[src/rtl/fir_ctrl_pkg.sv]
// Shared definitions for the FIR run controller.
//   - state_t      : sequencer states
//   - BCD_DIGITS, MAX_DISPLAY, Y_WIDTH, SAMPLE_WIDTH : datapath sizing
//   - dd_step()    : one shift-add-3 step of the double-dabble conversion
package fir_ctrl_pkg;

  typedef enum logic [2:0] {
    ST_IDLE    = 3'd0,
    ST_ISSUE   = 3'd1,
    ST_WAIT    = 3'd2,
    ST_CAPTURE = 3'd3,
    ST_CONVERT = 3'd4,
    ST_DONE    = 3'd5
  } state_t;

  localparam int BCD_DIGITS   = 4;
  localparam int Y_WIDTH      = 16;
  localparam int SAMPLE_WIDTH = 8;
  localparam int BCD_WIDTH    = 4 * BCD_DIGITS;
  localparam int DD_WIDTH     = BCD_WIDTH + Y_WIDTH;

  localparam logic [Y_WIDTH-1:0] MAX_DISPLAY = 16'd9999;

  // The shift register is {bcd, binary}. Every BCD nibble that is 5 or more
  // gets 3 added before the whole register shifts left by one. After
  // Y_WIDTH steps the upper BCD_WIDTH bits hold the decimal digits.
  function automatic logic [DD_WIDTH-1:0] dd_step(input logic [DD_WIDTH-1:0] s);
    logic [DD_WIDTH-1:0] t;
    t = s;
    for (int d = 0; d < BCD_DIGITS; d++) begin
      if (t[Y_WIDTH + 4*d +: 4] >= 4'd5) begin
        t[Y_WIDTH + 4*d +: 4] = t[Y_WIDTH + 4*d +: 4] + 4'd3;
      end
    end
    return {t[DD_WIDTH-2:0], 1'b0};
  endfunction

endpackage

[src/rtl/bin2bcd_seq.sv]
// Sequential binary to BCD converter (double-dabble, one bit per cycle).
// Ports:
//   clk, rst   : clock, synchronous active-high reset
//   start      : load value and begin a conversion (single cycle)
//   value      : binary value to convert, must be <= 9999
//   ones..thousands : BCD result, valid while ready is high
//   ready      : one-cycle pulse during the last conversion cycle
// Conversion takes exactly Y_WIDTH cycles after the start cycle, independent
// of the value. The digits are presented combinationally from the final step
// so the caller can register them on the same edge that ends the conversion.
module bin2bcd_seq
  import fir_ctrl_pkg::*;
(
  input  logic               clk,
  input  logic               rst,
  input  logic               start,
  input  logic [Y_WIDTH-1:0] value,
  output logic [3:0]         ones,
  output logic [3:0]         tens,
  output logic [3:0]         hundreds,
  output logic [3:0]         thousands,
  output logic               ready
);

  localparam logic [3:0] LAST_STEP = 4'(Y_WIDTH - 1);

  logic [DD_WIDTH-1:0] shreg;
  logic [DD_WIDTH-1:0] shreg_next;
  logic [3:0]          step_cnt;
  logic                active;

  assign shreg_next = dd_step(shreg);

  always_ff @(posedge clk) begin
    if (rst) begin
      shreg    <= '0;
      step_cnt <= '0;
      active   <= 1'b0;
    end else if (start) begin
      shreg    <= {{BCD_WIDTH{1'b0}}, value};
      step_cnt <= '0;
      active   <= 1'b1;
    end else if (active) begin
      shreg    <= shreg_next;
      step_cnt <= step_cnt + 4'd1;
      if (step_cnt == LAST_STEP) begin
        active <= 1'b0;
      end
    end
  end

  assign ready     = active && (step_cnt == LAST_STEP);
  assign ones      = shreg_next[Y_WIDTH      +: 4];
  assign tens      = shreg_next[Y_WIDTH + 4  +: 4];
  assign hundreds  = shreg_next[Y_WIDTH + 8  +: 4];
  assign thousands = shreg_next[Y_WIDTH + 12 +: 4];

endmodule

[src/rtl/fir_run_ctrl.sv]
// Sequencer for the FIR display path.
// Debounces the go button, latches the sample, pulses the FIR start, waits
// the filter latency, captures and saturates the result, converts it to BCD
// and presents registered digits to the 7-segment scan driver.
// Optional build macro: FIR_RUN_CTRL_AUTORUN_EN adds a free-running sample
// timer that issues a start every SAMPLE_PERIOD cycles.
// Ports:
//   clk, rst    : clock, synchronous active-high reset
//   go_btn      : raw asynchronous push-button
//   in          : 8-bit sample switches
//   fir_y       : FIR result
//   fir_in      : registered sample to the FIR
//   fir_go      : one-cycle FIR start
//   ones..thousands : registered BCD digits
//   busy        : sequence in progress (ISSUE through DONE)
//   done        : one-cycle pulse when the digits update
//   ovf         : last result exceeded 9999 and was shown as 9999
// Handshake: there is no backpressure. fir_go is a single-cycle strobe, and
// fir_y is assumed valid FIR_LATENCY cycles after it and held until sampled.
module fir_run_ctrl
  import fir_ctrl_pkg::*;
#(
  parameter int FIR_LATENCY     = 4,
  parameter int DEBOUNCE_CYCLES = 16,
  parameter int SAMPLE_PERIOD   = 1000
) (
  input  logic                    clk,
  input  logic                    rst,
  input  logic                    go_btn,
  input  logic [SAMPLE_WIDTH-1:0] in,
  input  logic [Y_WIDTH-1:0]      fir_y,
  output logic [SAMPLE_WIDTH-1:0] fir_in,
  output logic                    fir_go,
  output logic [3:0]              ones,
  output logic [3:0]              tens,
  output logic [3:0]              hundreds,
  output logic [3:0]              thousands,
  output logic                    busy,
  output logic                    done,
  output logic                    ovf
);

  localparam int DB_W  = (DEBOUNCE_CYCLES > 1) ? $clog2(DEBOUNCE_CYCLES) : 1;
  localparam int LAT_W = (FIR_LATENCY > 1) ? $clog2(FIR_LATENCY) : 1;

  localparam logic [DB_W-1:0]  DB_LAST  = DB_W'(DEBOUNCE_CYCLES - 1);
  localparam logic [LAT_W-1:0] LAT_LAST = LAT_W'(FIR_LATENCY - 1);

  state_t state;
  state_t state_next;

  // Button synchronizer and debounce
  logic            sync1;
  logic            sync2;
  logic            btn_level;
  logic [DB_W-1:0] db_cnt;
  logic            btn_rise;

  always_ff @(posedge clk) begin
    if (rst) begin
      sync1     <= 1'b0;
      sync2     <= 1'b0;
      btn_level <= 1'b0;
      db_cnt    <= '0;
      btn_rise  <= 1'b0;
    end else begin
      sync1    <= go_btn;
      sync2    <= sync1;
      btn_rise <= 1'b0;
      // db_cnt counts consecutive synced samples that disagree with the
      // accepted level; the DEBOUNCE_CYCLES-th such sample flips the level.
      if (sync2 == btn_level) begin
        db_cnt <= '0;
      end else if (db_cnt == DB_LAST) begin
        btn_level <= sync2;
        db_cnt    <= '0;
        btn_rise  <= sync2;
      end else begin
        db_cnt <= db_cnt + DB_W'(1);
      end
    end
  end

  // Autorun sample timer
  logic auto_tick;

`ifdef FIR_RUN_CTRL_AUTORUN_EN
  localparam int AR_W = (SAMPLE_PERIOD > 1) ? $clog2(SAMPLE_PERIOD) : 1;
  localparam logic [AR_W-1:0] AR_LAST = AR_W'(SAMPLE_PERIOD - 1);

  logic [AR_W-1:0] ar_cnt;

  // Free-running; ticks landing outside IDLE are simply not acted upon.
  always_ff @(posedge clk) begin
    if (rst) begin
      ar_cnt <= '0;
    end else if (ar_cnt == AR_LAST) begin
      ar_cnt <= '0;
    end else begin
      ar_cnt <= ar_cnt + AR_W'(1);
    end
  end

  assign auto_tick = (ar_cnt == AR_LAST);
`else
  // No timer in this build; a legal period (>= 1) never produces a tick.
  assign auto_tick = (SAMPLE_PERIOD < 1);
`endif

  logic start_evt;
  assign start_evt = btn_rise | auto_tick;

  // Converter
  logic               conv_start;
  logic [Y_WIDTH-1:0] conv_value;
  logic               conv_ready;
  logic [3:0]         conv_ones;
  logic [3:0]         conv_tens;
  logic [3:0]         conv_hundreds;
  logic [3:0]         conv_thousands;
  logic               y_over;

  assign y_over     = (fir_y > MAX_DISPLAY);
  assign conv_value = y_over ? MAX_DISPLAY : fir_y;

  bin2bcd_seq u_bin2bcd (
    .clk       (clk),
    .rst       (rst),
    .start     (conv_start),
    .value     (conv_value),
    .ones      (conv_ones),
    .tens      (conv_tens),
    .hundreds  (conv_hundreds),
    .thousands (conv_thousands),
    .ready     (conv_ready)
  );

  // FSM
  logic [LAT_W-1:0] wait_cnt;
  logic             ovf_next;

  always_ff @(posedge clk) begin
    if (rst) begin
      state <= ST_IDLE;
    end else begin
      state <= state_next;
    end
  end

  always_comb begin
    state_next = state;
    conv_start = 1'b0;
    case (state)
      ST_IDLE: begin
        if (start_evt) begin
          state_next = ST_ISSUE;
        end
      end
      ST_ISSUE: begin
        state_next = ST_WAIT;
      end
      ST_WAIT: begin
        if (wait_cnt == LAT_LAST) begin
          state_next = ST_CAPTURE;
        end
      end
      ST_CAPTURE: begin
        // The converter's load is the capture register for fir_y.
        conv_start = 1'b1;
        state_next = ST_CONVERT;
      end
      ST_CONVERT: begin
        if (conv_ready) begin
          state_next = ST_DONE;
        end
      end
      ST_DONE: begin
        state_next = ST_IDLE;
      end
      default: begin
        state_next = ST_IDLE;
      end
    endcase
  end

  // Datapath registers
  always_ff @(posedge clk) begin
    if (rst) begin
      fir_in    <= '0;
      wait_cnt  <= '0;
      ovf_next  <= 1'b0;
      ones      <= '0;
      tens      <= '0;
      hundreds  <= '0;
      thousands <= '0;
      ovf       <= 1'b0;
    end else begin
      if ((state == ST_IDLE) && start_evt) begin
        fir_in <= in;
      end

      if (state == ST_ISSUE) begin
        wait_cnt <= '0;
      end else if (state == ST_WAIT) begin
        wait_cnt <= wait_cnt + LAT_W'(1);
      end

      if (state == ST_CAPTURE) begin
        ovf_next <= y_over;
      end

      // Loaded on the edge into DONE so the new digits appear with done.
      if ((state == ST_CONVERT) && conv_ready) begin
        ones      <= conv_ones;
        tens      <= conv_tens;
        hundreds  <= conv_hundreds;
        thousands <= conv_thousands;
        ovf       <= ovf_next;
      end
    end
  end

  assign fir_go = (state == ST_ISSUE);
  assign busy   = (state != ST_IDLE);
  assign done   = (state == ST_DONE);

endmodule
[config.mk]
export PLATFORM = sky130hd
export DESIGN_NAME = fir_run_ctrl
export DESIGN_NICKNAME = d
export VERILOG_FILES = /design/src/rtl/fir_ctrl_pkg.sv /design/src/rtl/bin2bcd_seq.sv /design/src/rtl/fir_run_ctrl.sv
export SDC_FILE = /design/constraint.sdc
export NUM_CORES = 1
export LEC_CHECK = 0
export CAP_MARGIN = 20
export CORE_UTILIZATION = 29
export CTS_BUF_LIST = sky130_fd_sc_hd__clkbuf_8
export DETAILED_ROUTE_END_ITERATION = 8
export PLACE_DENSITY_LB_ADDON = 0.2
export SLEW_MARGIN = 20
export SYNTH_ARGS = -nofsm -noshare
export SYNTH_HDL_FRONTEND = slang
export SYNTH_HIERARCHICAL = 1
export SYNTH_SLANG_ARGS = --single-unit
[constraint.sdc]
create_clock -name clk -period 1.95 [get_ports clk]
set_input_delay 0.39 -clock clk [delete_from_list [all_inputs] [get_ports clk]]
set_output_delay 0.39 -clock clk [all_outputs]
set_load 0.03 [all_outputs]
==> reports/results.ini <==
[cts]
cts_setup_buffers=0
insertion_delay_ps=360
root_buffer=clkbuf_8
numClockSinks=76
cts_tree=built
htreeDepth=3
clk_pin_slew_ps=80
clock_path_buffers=2
cts_buffers=9

[floorplanning]
rows=40
die-area_um2=13000
initial_core_util_pct=30.0
io_pins=55
die_w_um=114
die_y_um=114
core_um2=12100

[worst_hold_path]
min_from=rst
min_path_cells=3
min_to=ovf_next
hold_path_class=input port to flop

[global_route]
grt_pass1_wl_um=13500
grt_max_degree=35
antenna_found_initial=0
track_usage_pct=12.9
grt_pass1_vias=2974
grt_overflow=0

[final_layout]
final_cell_mix=75 x dfxtp_1, 71 x nand2_1, 56 x a21oi_1
final_area_um2=4590
nets=534
stdcell_count=669
utilization_pct=37.9
area_growth_pct=26.3
num_antenna_cells=0
final_common_cell=dfxtp_1
drive_gt1_share_pct=9.78
n_fill_cell=1290

[pwr]
leakagePower_nw=1.73
comb_power_share_pct=3.7
p_per_area_nw_per_um2=672
p_switching_w=0.000644
peakVddDrop_uv=571
clkPwrFrac_pct=45.9
p_sw_share_pct=20.9
seqPwrFrac_pct=50.4
power.internal_w=0.00244

[timing]
relSlewSlack_pct=66.0
finalSetupViolCount=0
tns_ps=0
max_freq_mhz=539
period_minus_slack_ps=1860
maxSlewViolCount=0
fin_crit_sh_pct=95.2
rsz0062_at_grt=no
fin_worst_skew_ps=11.8
hold_viol_final=0
worst_pin_slew_ps=507

[yosys]
muxShareOfSynthArea_pct=6.06
synth-seq-cells=76
avgSynthCellArea_um2=8.24
synth-compound-area-share_pct=15.1
synth_warnings=6
synth_xor_area_share_pct=2.65
synth_cell_types=55
synth-simple-area-share_pct=24.4
ys_async_sr_fraction_pct=0
ys.flop_type=dfxtp_1
synth_fa_ha_area_share_pct=3.79
syn_inst=441
synth-edff-count=0
synth_top_family_by_area=simple AND/OR/NAND/NOR gates
ys_seq_area_share_pct=41.8
synth_area_um2=3640

[worst_setup_path]
cp_top_family=flip-flops
r2r_start=u_bin2bcd/shreg[28]
crit_path_end_kind=primary output
critPathMaxStageDelay_ps=380
crit_type=flop to primary output
r2r_setup_slack_ps=250
path_max_fanout=7
critical_path.cell_chain=or3_1 -> dlygate4sd2_1
worstPathBufferInverterCount=1
crit_start=state[0]
r2r-end=u_bin2bcd/shreg[29]
critPathArrivalTime_ps=1470
cp.depth=2
required_ps=1560
rr_worst_depth=6
critPathLaunchType=flop
slowest_stage=dfxtp_1

[drt]
viasPerCell=4.57
drtAntennaViolNets=0
routed_wl_um=7810
via_count=3060
initialDrtViolationCount=116
first_pass_iters=4
drc_errors=0
wire_per_inst_um=11.7

[placement]
gp_congestion=0.742
dp_hpwl_um=5560
dpl.cell_count=653
io_buffers=54
postPlaceCellArea_um2=4360

[outcome]
status=complete, no violations

[job]
maxCapViolations=0

registers in the layout, summed over array words and instances, names as in the netlist, 2 cells and up:
| register | count |
|---|---|
| u_bin2bcd/shreg | 32 |
| fir_in | 8 |
| db_cnt | 4 |
| hundreds | 4 |
| ones | 4 |
| tens | 4 |
| thousands | 4 |
| u_bin2bcd/step_cnt | 4 |
| state | 3 |
| wait_cnt | 2 |
per-stage QoR:
stage | worst slack [ps] | hold WS (ps) | power (W)
after floorplan | 237 | 414 | 0.00164
after global placement | -47.6 | 430 | 0.00171
after detailed placement | -79.1 | 426 | 0.00171
after CTS | 59.7 | 405 | 0.00313
after global routing | 28.6 | 430 | 0.00319
final | 93.8 | 411 | 0.00308
cells in the mapped netlist (5+ instances only):
library cell	count	area share [%]
inv_1	12	1.2
mux2i_1	22	6.1
xnor2_1	6	1.4
nor2b_1	7	1.2
o21ai_0	8	1.1
a21o_1	5	1.0
dfxtp_1	76	42
and3_1	7	1.2
a21oi_1	56	7.7
nand2b_1	10	1.7
buf_2	10	1.4
nand3_1	5	0.69
xor2_1	5	1.2
nor3_1	7	0.96
nand2_1	71	7.3
nor2_1	55	5.7
clkbuf_1	8	0.83
ha_1	11	3.8
metal layers:
layer  track usage (%)  share of wire [%]  vias up
li1                  -                  -     1597
met1              15.4                 48     1411
met5                 0                  0        -
met3              4.20                3.4        5
met4              3.90                1.2        0
met2              22.2                 47       47
timing repair:
action,in CTS,in global routing
hold buffers,0,0
endpoints found under the setup margin,2,0
gates resized for setup,2,0
worst min-delay path: cells and delay by family:
kind | cells | cell delay [ps]
compound gates | 1 | 110
buf+inv | 2 | 230
power by group through the flow:
stage | sequential, W | combinational (W) | clock [W]
2_1_floorplan | 0.00159 | 0.0000453 | 0
3_3_place_gp | 0.00159 | 0.000116 | 0
3_5_place_dp | 0.00159 | 0.000116 | 0
4_1_cts | 0.00155 | 0.000117 | 0.00146
5_1_grt | 0.00155 | 0.000125 | 0.00151
6_report | 0.00155 | 0.000115 | 0.00141
worst max-delay path by stage:
stage,slack (ps),to
global route,30,busy
finish,90,busy
CTS,60,busy
detailed placement,-80,u_bin2bcd/shreg[2]
floorplan,240,fir_go
global placement,-50,u_bin2bcd/shreg[3]
logic make-up after synthesis:
kind of cell               Yosys count
and+or+nand+nor                    187
AOI/OAI and AO/OA                   92
DFF                                 76
buffers and inverters               41
muxes                               22
adders and majority gates           11
xor gates and xnor gates            11
other                                1
cell type report:
cell class / count / area [µm²] / share of cell area, %
Clock buffer: 12 / 165 / 3.60
Multi-Input combinational cell: 325 / 1900 / 41.4
Sequential cell: 76 / 1520 / 33.2
Timing Repair Buffer: 71 / 671 / 14.6
Inverter: 13 / 48.8 / 1.06
Tap cell: 168 / 210 / 4.58
Clock inverter: 4 / 71.3 / 1.55
No activity file was read; power rests on OpenSTA's default activity.
